===== config.mk =====
export PLATFORM = sky130hd
export DESIGN_NAME = mem_arbiter
export DESIGN_NICKNAME = d
export VERILOG_FILES = /design/src/rtl/mem_arbiter.sv
export SDC_FILE = /design/constraint.sdc
export NUM_CORES = 1
export LEC_CHECK = 0
export ABC_AREA = 1
export BUFFER_PORTS_ARGS = -buffer_cell sky130_fd_sc_hd__buf_2
export CELL_PAD_IN_SITES_DETAIL_PLACEMENT = 1
export CELL_PAD_IN_SITES_GLOBAL_PLACEMENT = 1
export CORE_ASPECT_RATIO = 0.7
export CORE_MARGIN = 3
export CORE_UTILIZATION = 32
export CTS_BUF_LIST = sky130_fd_sc_hd__clkbuf_4
export DETAILED_ROUTE_END_ITERATION = 8
export GPL_TIMING_DRIVEN = 1
export PLACE_DENSITY = 0.77
export SLEW_MARGIN = 5
export SYNTH_ARGS = -nofsm -noshare
export SYNTH_HDL_FRONTEND = slang
export SYNTH_SLANG_ARGS = --single-unit
export TNS_END_PERCENT = 100

===== constraint.sdc =====
create_clock -name clk -period 2.3 [get_ports clk]
set_input_delay 0.115 -clock clk [delete_from_list [all_inputs] [get_ports clk]]
set_output_delay 0.115 -clock clk [all_outputs]
set_load 0.01 [all_outputs]

===== src/rtl/mem_arbiter.sv =====
// Byte-wide RAM/IO port arbiter: shares the memory pins between instruction-cache word
// fetches and load/store-buffer accesses, sequencing one byte per cycle.
module mem_arbiter #(
    parameter logic [31:0] IO_BASE = 32'h0003_0000
) (
    input  logic        clk,
    input  logic        rst,
    input  logic        rdy,
    input  logic [7:0]  mem_din,
    output logic [7:0]  mem_dout,
    output logic [31:0] mem_a,
    output logic        mem_wr,
    input  logic        io_buffer_full,
    input  logic        ic_req,
    input  logic [31:0] ic_addr,
    input  logic        ic_abort,
    output logic        ic_done,
    output logic [31:0] ic_data,
    input  logic        ls_req,
    input  logic        ls_wr,
    input  logic [31:0] ls_addr,
    input  logic [1:0]  ls_size,
    input  logic [31:0] ls_wdata,
    output logic        ls_done,
    output logic [31:0] ls_rdata
);

    typedef enum logic [1:0] {StIdle, StRead, StWrite, StDone} state_e;

    state_e      state_q, state_d;
    logic        owner_ls_q, owner_ls_d;
    logic        last_ls_q, last_ls_d;
    logic [31:0] addr_q, addr_d;
    logic [31:0] wdata_q, wdata_d;
    logic [31:0] data_q, data_d;
    logic [2:0]  len_q, len_d;
    logic [2:0]  iss_q, iss_d;
    logic [2:0]  cap_q, cap_d;

    logic [31:0] cur_addr;
    logic        stall;
    logic        ic_ok;
    logic        grant_ls;
    logic        grant_ic;

    assign cur_addr = addr_q + {29'd0, iss_q};
    assign stall    = (cur_addr >= IO_BASE) && io_buffer_full;

    assign mem_a    = cur_addr;
    assign mem_dout = wdata_q[{iss_q[1:0], 3'b000} +: 8];
    assign mem_wr   = rdy && (state_q == StWrite) && (iss_q < len_q) && !stall;
    assign ic_done  = rdy && (state_q == StDone) && !owner_ls_q && !ic_abort;
    assign ls_done  = rdy && (state_q == StDone) && owner_ls_q;
    assign ic_data  = data_q;
    assign ls_rdata = data_q;

    always_comb begin
        state_d    = state_q;
        owner_ls_d = owner_ls_q;
        last_ls_d  = last_ls_q;
        addr_d     = addr_q;
        wdata_d    = wdata_q;
        data_d     = data_q;
        len_d      = len_q;
        iss_d      = iss_q;
        cap_d      = cap_q;
        ic_ok      = ic_req && !ic_abort;
        grant_ls   = 1'b0;
        grant_ic   = 1'b0;

        if (rdy) begin
            unique case (state_q)
                StIdle: begin
                    // On contention, LS wins unless it won the previous grant.
                    grant_ls = ls_req && !(ic_ok && last_ls_q);
                    grant_ic = ic_ok && !grant_ls;
                    if (grant_ls || grant_ic) begin
                        owner_ls_d = grant_ls;
                        last_ls_d  = grant_ls;
                        addr_d     = grant_ls ? ls_addr : ic_addr;
                        wdata_d    = ls_wdata;
                        data_d     = 32'd0;
                        iss_d      = 3'd0;
                        cap_d      = 3'd0;
                        if (!grant_ls || ls_size[1]) begin
                            len_d = 3'd4;
                        end else if (ls_size[0]) begin
                            len_d = 3'd2;
                        end else begin
                            len_d = 3'd1;
                        end
                        state_d = (grant_ls && ls_wr) ? StWrite : StRead;
                    end
                end
                StRead: begin
                    // mem_din holds the byte issued last cycle whenever cap trails iss.
                    if (cap_q < iss_q) begin
                        data_d[{cap_q[1:0], 3'b000} +: 8] = mem_din;
                        cap_d = cap_q + 3'd1;
                        if (cap_d == len_q) begin
                            state_d = StDone;
                        end
                    end
                    if (iss_q < len_q) begin
                        iss_d = iss_q + 3'd1;
                    end
                end
                StWrite: begin
                    if ((iss_q < len_q) && !stall) begin
                        iss_d = iss_q + 3'd1;
                        if (iss_d == len_q) begin
                            state_d = StDone;
                        end
                    end
                end
                StDone: begin
                    state_d = StIdle;
                end
                default: begin
                    state_d = StIdle;
                end
            endcase
        end else if (state_q == StRead) begin
            // The byte in flight during a pause is lost; re-issue from the first uncaptured.
            iss_d = cap_q;
        end

        if (ic_abort && !owner_ls_q && (state_q == StRead)) begin
            state_d = StIdle;
        end
    end

    always_ff @(posedge clk) begin
        if (rst) begin
            state_q    <= StIdle;
            owner_ls_q <= 1'b0;
            last_ls_q  <= 1'b0;
            addr_q     <= 32'd0;
            wdata_q    <= 32'd0;
            data_q     <= 32'd0;
            len_q      <= 3'd0;
            iss_q      <= 3'd0;
            cap_q      <= 3'd0;
        end else begin
            state_q    <= state_d;
            owner_ls_q <= owner_ls_d;
            last_ls_q  <= last_ls_d;
            addr_q     <= addr_d;
            wdata_q    <= wdata_d;
            data_q     <= data_d;
            len_q      <= len_d;
            iss_q      <= iss_d;
            cap_q      <= cap_d;
        end
    end

endmodule


# After elaboration in Yosys (flattened, before gate mapping)
# Cells that the tools add are included.
# op_classes
addsub	4
mul	0
div_mod_pow	0
magnitude_cmp	3
eq_ne	13
n_shift	3
muxes	22
n_bitwise	0
n_reduce_logical	32
# op_table
operator	n
two-way mux 32 bit	3
case mux 32 bit (2 select lines)	1
adder 32 x 3 -> 32 bit	1
bitwise mux 32 bit	1
>= comparator 32 x 18 -> 1 bit, second input constant	1
variable shift 8 x 7 -> 32 bit, first input constant	1
indexed part select 32 x 6 -> 8 bit	1
indexed part select 8 x 7 -> 32 bit	1
two-way mux 3 bit	7
logical AND 1 bit	16
two-way mux 2 bit	7
case mux 3 bit (3 select lines)	1
case mux 2 bit (4 select lines)	1
negator 5 -> 7 bit	1
adder 3 x 1 -> 3 bit, second input constant	2
== test 3 bit	2
< comparator 3 bit	2
!= test 2 bit, second input constant	3
!= test 3 bit, second input constant	2
case mux 3 bit (2 select lines)	1
AND reduction 6 bit	1
logical NOT 1 bit	5
AND reduction 5 bit	1
== test 2 bit, second input constant	2
other kinds (10)	13
# word_totals
register_bits	108
latchBits	0
ram_bits	0
mem_bits_ro	0
in_bits	114
wordCells	85
mem_count	0

# Logic depth before layout (Yosys ltp)
# Gate-level depths: netlist of run 1.
# logic_depth
ltp_word	11
depth_mapped	21
mapped_depth_nobuf	21

# Worst setup path after synthesis of run 1
# No wires, ideal clock.
# synth_path
kind	reg2reg
start	reg iss_q[1]
end	reg data_q[11] (netlist: ic_data[11])
arrival_time_ps	2184
required_time_ps	2184
slack_ps	0
path_stages_with_launch	13
n_path_buf	1
period_less_slack_ps	2300
path_cell_list	dfxtp_1 -> clkinv_1 -> ha_1 -> o211ai_1 -> nand2_1 -> nand2_1 -> nand3_1 -> a21oi_2 -> inv_1 -> a21oi_2 -> buf_2 -> o31ai_1 -> o211a_1
# synth_between
elab_chain_cells	3
# synth_lines
item	line_no	source
start, declared	37	logic [2:0] iss_q, iss_d;
start signal, assigned	152	iss_q <= iss_d;
< comparator 3 bit	97	if (cap_q < iss_q) begin
!= test 2 bit (no line)	n/a	
AND reduction 4 bit (no line)	n/a	
end signal, assigned	150	data_q <= data_d;
end, declared	35	logic [31:0] data_q, data_d;
# Every way passes these cells.
# A chain may end at the register's enable or synchronous reset.

# Worst setup path after layout of run 1
# layout_path
start	reg addr_q[1]
end	out mem_wr
# layout_between
elab_chain_cells	5
# layout_lines
item	line_no	source
start, declared	33	logic [31:0] addr_q, addr_d;
start signal, assigned	148	addr_q <= addr_d;
adder 32 x 3 -> 32 bit	46	assign cur_addr = addr_q + {29'd0, iss_q};
>= comparator 32 x 18 -> 1 bit	47	assign stall = (cur_addr >= IO_BASE) && io_buffer_full;
logical AND 1 bit	47	
logical NOT 1 bit	51	assign mem_wr = rdy && (state_q == StWrite) && (iss_q < len_q) && !stall;
logical AND 1 bit	51	
end, declared	12	output logic mem_wr,
# Every way passes these cells.

==> flow_summary.toml, run 1 <==
[status]
status = "finished with violations"
violations = "setup timing"

[drt]
vias = 7736
via_per_inst = 5.12
dr.pass1.iters = 5
routed_wl_microns = 28300
final_antenna_net_count = 0
drc_errors = 0
dr.first_iter.drc_count = 520
wl_per_cell_microns = 18.7

[clock_network]
cts.sink_count = 108
cts_buffers = 9
clock_latency_ns = 0.51
root_buffer = "clkbuf_4"
cts_buffer_depth = 2
clk_pin_slew_ns = 0.20
htree_levels = 3
cts_tree = "done"

[power]
vdd_drop_max_uv = 381
p_leak_nw = 4.33
pwr_density_cell_mw_per_mm2 = 810
finalPower_w = 0.00768

[place]
dp_hpwl_microns = 18100
place.gp.congestion = 0.967
dp_slack_ns = -0.191
io_buffers = 220
dp_cells = 1370
dpl_cell_area_sq_mm = 0.00765

[synth]
synth_area_leader_cell = "dfxtp_1"
synth_nets = 1060
syn_area_sq_mm = 0.00616
ys_ff_latch = 108
syn_area_per_cell_sq_um = 6.65
ys_warn_count = 0
yosys.area.top_type_share_pct = 35.1
ys_types = 38
syn_inst = 927
ys_seq_area_share_pct = 35.1
synth_area_leaders = "dfxtp_1, nand2_1, nor2_1, o21ai_0, buf_4"

[sta]
worst_pin_slew_ns = 0.715
finalClockSkew_ns = 0.0284
setup_viol = 18
grt_setup_unrepaired = "true"
fmax_ghz = 0.347
final_critical_path_setup_slack_ns = -0.578
finalMaxSlewViolations = 0
max_slew_margin_pct = 52.3
hold_violations = 0
timing.final.crit_share_pct = 125
finalCriticalPeriod_ns = 2.88

[global_route]
grt_usage_pct = 25.0
top_usage_layer = "met2"
grt_use_met3_pct = 6.49
grt_start_max_net_pins = 60
overflow = 0
grt_pass1_vias = 7789
grt_first_pass_wirelength_microns = 41300
antenna_found_initial = 1
grt_use_met2_pct = 40.8
use_met1_pct = 33.6

[final_layout]
drive_above_1_share_pct = 33.1
layout.nets = 1403
layout_commonest_cell = "nand2_1"
stdcell_count = 1512
final_cell_mix = "nand2_1, buf_2, nor2_1, dlygate4sd3_1, dfxtp_1"
area_growth_syn_to_layout_pct = 53.9
fin_util_pct = 51.3
design_area_sq_mm = 0.00948

[floorplan]
die_h_microns = 122
die_w_microns = 172
core_area_sq_mm = 0.0185
ios = 221
die_area_sq_mm = 0.0210
rows = 41
initial_core_util_pct = 33.4

[setup_path]
cp_num_buf_inv = 3
arrival_ns = 2.76
crit_family = "simple AND/OR/NAND/NOR gates"
critical_path_class = "reg -> out"
cp.required_ns = 2.18
crit_path_max_incr_delay_ns = 0.40
crit_chain = "buf_6 -> fa_2 -> nand3_2 -> nand2_4 -> nand3_4 -> inv_2 -> nand3b_1 -> nand2_2 -> nor2_1 -> nand2_1 -> nor2_1 -> nand2_1 -> nand2_1 -> nand2_2 -> nor2_4 -> buf_6"
r2r_setup_slack_ns = -0.45
startpoint_type = "register"
cp_common_cell = "nand2_1"
worstPathMaxFanout = 6
end_kind = "output pin"
cp_slowest_cell = "dfxtp_4"

[job]
maxCapViolCount = 0

[hold_path]
hold_class = "in -> reg"
cell usage after synthesis, drive strengths merged:
cell type and count:
nand3b 19, a221oi 2, dfxtp 108, ha 18, buf 40, a31oi 33
o22ai 11, clkinv 3, o211a 1, fa 1, nand4 14, a21oi 40
inv 57, nor4 1, nand3 24, o31ai 2, o211ai 1, xnor2 9
or2 1, o21ai 64, nand2 264, a211oi 2, nor2 161, nor3 5
xor2 11, a32oi 1, clkbuf 32, or3 2
report_power, final:
group	internal, W	switching, W	total [W]	leakage (nW)
sequential	0.00227	0.000349	0.00262	0.895
combinational	0.00172	0.00234	0.00406	3.37
clock	0.000248	0.000755	0.00100	0.0678
path summary, 6_finish.rpt:
kind / startpoint / end / depth (start not counted)
max: addr_q[1]$_SDFFE_PP0P_ / mem_wr / 16
min: rdy / iss_q[2]$_SDFFE_PP0P_ / 4
max reg2reg: addr_q[1]$_SDFFE_PP0P_ / iss_q[1]$_SDFFE_PP0P_ / 20
min reg2reg: ic_data[29]$_SDFFE_PP0P_ / ic_data[29]$_SDFFE_PP0P_ / 2
per-stage QoR:
stage,hold slack (ns),TNS [ns]
after detailed placement,0.346,-0.982
after global routing,0.103,-7.61
after floorplan,0.250,0
after CTS,0.0651,-1.74
final,0.101,-3.35
after global placement,0.341,-0.261
worst reg2reg max path, cell delays in order, from the launching register on:
cell,delay [ns]
dfxtp_4,0.40
buf_6,0.13
fa_2,0.39
nand3_2,0.11
nand2_4,0.10
nand3_4,0.10
inv_2,0.05
nand3b_1,0.13
nand2_2,0.08
nor2_1,0.15
nand2_1,0.09
nor2_1,0.09
nand2_1,0.07
nand2_1,0.08
nand2_2,0.08
buf_4,0.15
buf_6,0.12
nand2_4,0.05
nand3_4,0.11
nor2_1,0.14
nor2_1,0.06
what timing repair did:
item | CTS | global route
pin swaps | 22 | 36
resized for setup | 54 | 88
buffers inserted | 14 | 13
endpoints found under the setup margin | 39 | 63
gates cloned | 0 | 1
hold buffers | 106 | 0
endpoints found under the hold margin | 90 | 0
cell type report:
class                   instances  area [sq um]
fillers                      2399          8990
multi-input cells             687          3690
repair buffers                404          2920
flip-flops and latches        108          2210
well taps                     236           295
inverters                      60           228
clock inverters                 7          68.8
clock buffers                   9          67.6
diodes                          1          2.50
sequential cells by signal, indices dropped and copies added (netlist names):
name       flops
len_q          3
ic_data       32
iss_q          3
state_q        2
cap_q          3
last_ls_q      1
addr_q        32
wdata_q       32
per-layer routing:
metal / up-vias / part of all wire, %
met2: 301 / 46
met5: - / 0
met3: 49 / 6.8
met4: 0 / 2.1
met1: 3730 / 45
li1: 3656 / -
cell families (layout without fill, tap and decap cells):
logic type	Yosys count	count (layout)	share of synthesized area, %
AND/OR/NAND/NOR	491	491	33.8
AO/OA/AOI/OAI	157	157	14.2
buffers and inverters	132	480	10.1
flip-flops	108	108	35.1
XOR/XNOR	20	20	2.84
adder cells (fa/ha/maj)	19	19	3.98
other	0	1	0
(Power assumes the default switching activity.)
==> inputs of run 2 (changes only) <==
==> constraint.sdc (replaced) <==
create_clock -name clk -period 2.55 [get_ports clk]
set_input_delay 0.1275 -clock clk [delete_from_list [all_inputs] [get_ports clk]]
set_output_delay 0.1275 -clock clk [all_outputs]
set_load 0.01 [all_outputs]
==> run 2 against run 1 <==
Against the previous run: the flow still finishes with violations (setup timing); flip-flop and latch count unchanged; worst hold slack better by 0.027 ns; clock skew down 0.0061 ns; via count down 5.1%; die area unchanged; total power down 15%; register-to-register slack better by 0.37 ns; critical path depth up 1; sequential power down 11%; cell count down 2.5%; non-clock buffer count down 37; core utilization down 3.1 points.
==> flow_summary.toml, run 2 (synthesized netlist as in run 1, its figures left out) <==
[sta]
fmax_ghz = 0.353
finalCriticalPeriod_ns = 2.84
timing.final.crit_share_pct = 111
hold_violations = 0
max_slew_margin_pct = 53.1
setup_viol = 4
finalMaxSlewViolations = 0
finalClockSkew_ns = 0.0223
worst_pin_slew_ns = 0.703
final_critical_path_setup_slack_ns = -0.286
grt_setup_unrepaired = "true"

[clock_network]
clk_pin_slew_ns = 0.19
cts_buffer_depth = 2
cts_buffers = 9
cts.sink_count = 108
htree_levels = 3
clock_latency_ns = 0.50
root_buffer = "clkbuf_4"
cts_tree = "done"

[place]
dp_cells = 1339
dp_slack_ns = -0.0128
place.gp.congestion = 0.901
io_buffers = 220
dp_hpwl_microns = 17600

[floorplan]
rows = 41
initial_core_util_pct = 33.4
die_area_sq_mm = 0.0210
core_area_sq_mm = 0.0185
die_w_microns = 172
ios = 221
die_h_microns = 122

[final_layout]
final_cell_mix = "nand2_1, buf_2, nor2_1, dlygate4sd3_1, dfxtp_1"
fin_util_pct = 48.2
area_growth_syn_to_layout_pct = 44.5
layout.nets = 1366
n_antenna_cell = 0
stdcell_count = 1474
layout_commonest_cell = "nand2_1"
drive_above_1_share_pct = 27.8

[setup_path]
startpoint_type = "register"
cp_slowest_cell = "dfxtp_2"
arrival_ns = 2.71
crit_chain = "ha_4 -> fa_2 -> nand3_2 -> nand2_4 -> inv_2 -> nor2_4 -> nand2_1 -> nand2_1 -> nand2_2 -> nor2_2 -> nand2_1 -> nor2_1 -> nand2_1 -> nand2_1 -> nand2_2 -> nor2_4 -> buf_6"
worstPathMaxFanout = 6
cp_common_cell = "nand2_1"
end_kind = "output pin"
cp_num_buf_inv = 2
crit_family = "simple AND/OR/NAND/NOR gates"
crit_path_max_incr_delay_ns = 0.39
critical_path_class = "reg -> out"
cp.required_ns = 2.42

[drt]
wl_per_cell_microns = 17.4
via_per_inst = 4.98
vias = 7338
routed_wl_microns = 25700
dr.pass1.iters = 5
dr.first_iter.drc_count = 413
drc_errors = 0
final_antenna_net_count = 0

[global_route]
grt_pass1_vias = 7350
grt_start_max_net_pins = 60
grt_usage_pct = 23.9
overflow = 0
antenna_found_initial = 0
grt_first_pass_wirelength_microns = 39700

[status]
status = "finished with violations"
violations = "setup timing"

[power]
pwr-share-seq_pct = 35.8
pwr_density_cell_mw_per_mm2 = 737
combPwrFrac_pct = 49.9
internal-power_w = 0.00368
p_leak_nw = 4.13
p_sw_share_pct = 43.9
vdd_drop_max_uv = 320
pwr-share-clk_pct = 14.3
switchingPower_w = 0.00288

[hold_path]
hold_class = "in -> reg"

[job]
maxCapViolCount = 0
## run 2: cell types whose count changed in the layout (fill, tap and decap cells not counted), sizes merged
cell	change
clkinv	+2
bufinv	+1
buf	-37
inv	-2
diode	-1
clkinvlp	-1
## run 2: final timing paths
| path | endpoint | from | cells past startpoint | slack [ns] |
|---|---|---|---|---|
| setup / recovery | mem_wr | iss_q[0]$_SDFFE_PP0P_ | 17 | -0.29 |
| hold / removal | state_q[0]$_SDFFE_PP0P_ | ls_wr | 6 | 0.13 |
| setup reg to reg | iss_q[2]$_SDFFE_PP0P_ | iss_q[0]$_SDFFE_PP0P_ | 21 | -0.08 |
| hold reg to reg | ic_data[23]$_SDFFE_PP0P_ | ic_data[23]$_SDFFE_PP0P_ | 2 | 0.47 |
## run 2: repair_timing
action	4_1_cts	5_1_grt
pin swaps	9	14
hold buffers	106	0
hold endpoints to repair	86	0
setup buffers	6	7
resized for setup	26	38
setup endpoints to repair	6	52
## run 2: routing by layer
| metal | vias to the layer above | wire length [microns] | GRT usage, % |
|---|---|---|---|
| li1 | 3597 | - | - |
| met1 | 3526 | 12600 | 34.2 |
| met2 | 198 | 11400 | 37.8 |
| met3 | 17 | 1340 | 4.51 |
| met4 | 0 | 269 | 4.69 |
| met5 | - | 0 | 0 |
## run 2: final cells by class
| cell class | count | area [sq um] |
|---|---|---|
| clock buffers | 9 | 67.6 |
| clock inverters | 7 | 73.8 |
| fillers | 2412 | 9570 |
| inverters | 60 | 228 |
| multi-input cells | 687 | 3540 |
| flip-flops and latches | 108 | 2180 |
| well taps | 236 | 295 |
| repair buffers | 367 | 2510 |
## run 2: worst reg2reg max path: stages (launching register included)
cell and delay (ns):
dfxtp_2 0.39, ha_4 0.15, fa_2 0.21, nand3_2 0.10, nand2_4 0.15, inv_2 0.07, nor2_4 0.23, nand2_1 0.08
nand2_1 0.08, nand2_2 0.08, nor2_2 0.09, nand2_1 0.06, nor2_1 0.09, nand2_1 0.07, nand2_1 0.08, nand2_2 0.07
buf_4 0.17, nand2_2 0.07, nand3_4 0.11, nand2_1 0.09, nand2_1 0.05, nor2_1 0.11
## run 2: power by group through the flow
stage | combinational, W | clock [W] | sequential (W)
2_1_floorplan | 0.00180 | 0 | 0.00232
3_3_place_gp | 0.00281 | 0 | 0.00233
3_5_place_dp | 0.00286 | 0 | 0.00235
4_1_cts | 0.00314 | 0.000969 | 0.00232
5_1_grt | 0.00364 | 0.00104 | 0.00239
6_report | 0.00327 | 0.000937 | 0.00234
## run 2: metrics by stage
step / hold WS (ns) / area [sq um] / TNS [ns] / total power [W]
global placement: 0.352 / 7390 / 0 / 0.00514
detailed placement: 0.356 / 7390 / -0.0128 / 0.00521
global route: 0.109 / 8900 / -1.62 / 0.00706
floorplan: 0.262 / 6160 / 0 / 0.00412
finish: 0.128 / 8900 / -0.494 / 0.00656
CTS: 0.0781 / 8750 / -0.287 / 0.00643
==> inputs of run 3 (changes only) <==
--- a/config.mk
+++ b/config.mk
@@ -15,7 +15,7 @@
 export CTS_BUF_LIST = sky130_fd_sc_hd__clkbuf_4
 export DETAILED_ROUTE_END_ITERATION = 8
 export GPL_TIMING_DRIVEN = 1
-export PLACE_DENSITY = 0.77
+export PLACE_DENSITY = 0.8
 export SLEW_MARGIN = 5
 export SYNTH_ARGS = -nofsm -noshare
 export SYNTH_HDL_FRONTEND = slang
==> run 3 against run 2 <==
Against the previous run: the run still ends with setup timing left; total power is 2.1% lower; combinational power is 2% lower; critical endpoint unchanged; largest power group unchanged; worst setup slack worse by 0.042 ns.
==> flow_summary.toml, run 3 (synthesized netlist as in run 1, its figures left out) <==
[setup_path]
crit_path_start = "iss_q[0]$_SDFFE_PP0P_"
r2r_start = "iss_q[0]$_SDFFE_PP0P_"
critical_path_class = "reg -> out"
crit_family = "simple AND/OR/NAND/NOR gates"
cp.depth = 17
rr_endpoint = "iss_q[0]$_SDFFE_PP0P_"
startpoint_type = "register"
arrival_ns = 2.75
r2r_setup_slack_ns = -0.23
crit_end = "mem_wr"
end_kind = "output pin"
worstPathMaxFanout = 6
cp_common_cell = "nand2_1"
reg2reg_depth = 21
crit_chain = "ha_4 -> fa_2 -> nand3_2 -> nand2_4 -> inv_2 -> nor2_4 -> nand2_1 -> nand2_1 -> nand2_2 -> nor2_2 -> nand2_1 -> nor2_1 -> nand2_1 -> nand2_1 -> nand2_2 -> nor2_4 -> buf_6"
cp_num_buf_inv = 2
cp.required_ns = 2.42
crit_path_max_incr_delay_ns = 0.39
cp_slowest_cell = "dfxtp_2"

[drt]
wl_per_cell_microns = 17.9
vias = 7431
routed_wl_microns = 26300
dr.first_iter.drc_count = 537
drc_errors = 0
via_per_inst = 5.07
final_antenna_net_count = 0
dr.pass1.iters = 5

[global_route]
grt_start_max_net_pins = 60
grt_usage_pct = 24.5
top_usage_layer = "met2"
grt_first_pass_wirelength_microns = 40500
grt_use_met3_pct = 5.38
grt_use_met2_pct = 38.3
use_met1_pct = 34.4
overflow = 0
antenna_found_initial = 0
grt_pass1_vias = 7477

[clock_network]
htree_levels = 3
cts_buffer_depth = 2
cts_buffers = 9
cts.sink_count = 108
clock_latency_ns = 0.49
clk_pin_slew_ns = 0.18
cts_tree = "done"
root_buffer = "clkbuf_4"

[sta]
worst_pin_slew_ns = 0.718
fmax_ghz = 0.347
fin_setup_tns_ns = -1.32
finalMaxSlewViolations = 0
finalClockSkew_ns = 0.0187
grt_setup_unrepaired = "true"
max_slew_margin_pct = 52.1
setup_viol = 7
timing.final.crit_share_pct = 113
finalCriticalPeriod_ns = 2.88
hold_violations = 0
final_critical_path_setup_slack_ns = -0.328

[status]
status = "finished with violations"
violations = "setup timing"

[floorplan]
die_h_microns = 122
initial_core_util_pct = 33.4
rows = 41
core_area_sq_mm = 0.0185
die_w_microns = 172
ios = 221
die_area_sq_mm = 0.0210

[final_layout]
layout.nets = 1359
multiInputGateArea_sq_mm = 0.00354
layout_commonest_cell = "nand2_1"
fin_util_pct = 47.6
design_area_sq_mm = 0.00880
final_cell_mix = "nand2_1, buf_2, nor2_1, dlygate4sd3_1, dfxtp_1"
n_antenna_cell = 0
nFillCells = 2461
area_growth_syn_to_layout_pct = 42.8
regArea_sq_mm = 0.00217
drive_above_1_share_pct = 26.9

[power]
vdd_drop_max_uv = 306
pwr_density_cell_mw_per_mm2 = 730
p_leak_nw = 4.01

[place]
place.gp.congestion = 0.923
io_buffers = 220
dp_slack_ns = -0.0463
dp_hpwl_microns = 17900
dpl_cell_area_sq_mm = 0.00737

[job]
maxCapViolCount = 0

[hold_path]
hold_class = "in -> reg"
==> run 3: through the flow <==
stage	hold slack (ns)	std cells	total power [W]
final	0.120	1467	0.00642
after global routing	0.128	1467	0.00690
after CTS	0.0973	1463	0.00627
after detailed placement	0.357	1337	0.00519
after global placement	0.353	1337	0.00511
after floorplan	0.262	927	0.00412
==> run 3: worst min path at each step <==
stage	from	end	slack, ns	cells after the start
6_report	ls_wr	state_q[0]$_SDFFE_PP0P_	0.12	6
5_1_grt	ls_wr	state_q[0]$_SDFFE_PP0P_	0.13	6
4_1_cts	rdy	iss_q[1]$_SDFFE_PP0P_	0.1	4
3_5_place_dp	ls_wdata[12]	wdata_q[12]$_SDFFE_PP0P_	0.36	3
3_3_place_gp	ls_wdata[7]	wdata_q[7]$_SDFFE_PP0P_	0.35	3
2_1_floorplan	ls_wdata[0]	wdata_q[0]$_SDFFE_PP0P_	0.26	2
==> run 3: per-layer routing <==
layer | vias to the layer above | share of wire (%) | wire (microns)
met3 | 43 | 6.7 | 1770
met5 | - | 0 | 0
met2 | 286 | 45 | 11700
met4 | 0 | 2.0 | 530
met1 | 3521 | 47 | 12200
li1 | 3581 | - | -
==> run 3: final cells by class <==
| class | count | share of cell area [%] |
|---|---|---|
| multi-input combinational | 687 | 40.2 |
| timing repair buffer | 360 | 27.8 |
| sequential | 108 | 24.6 |
| tap | 236 | 3.36 |
| inverter | 60 | 2.60 |
| clock buffer | 9 | 0.768 |
| clock inverter | 7 | 0.583 |
==> run 3: worst min-delay path, cell delays in order <==
cell and delay, ns:
buf_2 0.10, nand3_1 0.11, nand2_1 0.06, nand2_1 0.07
o21ai_2 0.05, nor2_1 0.07
==> run 3: power breakdown <==
part / leakage, nW / switching (W) / internal [W]
registers: 0.886 / 0.000316 / 0.00203
clock network: 0.0696 / 0.000648 / 0.000209
logic: 3.06 / 0.00194 / 0.00128
==> run 3: timing repair <==
action / in CTS / in global routing
gates resized for setup: 17 / 35
hold buffers: 107 / 0
endpoints found under the setup margin: 7 / 31
hold endpoints to repair: 87 / 0
buffers inserted: 3 / 4
pin swaps: 13 / 19
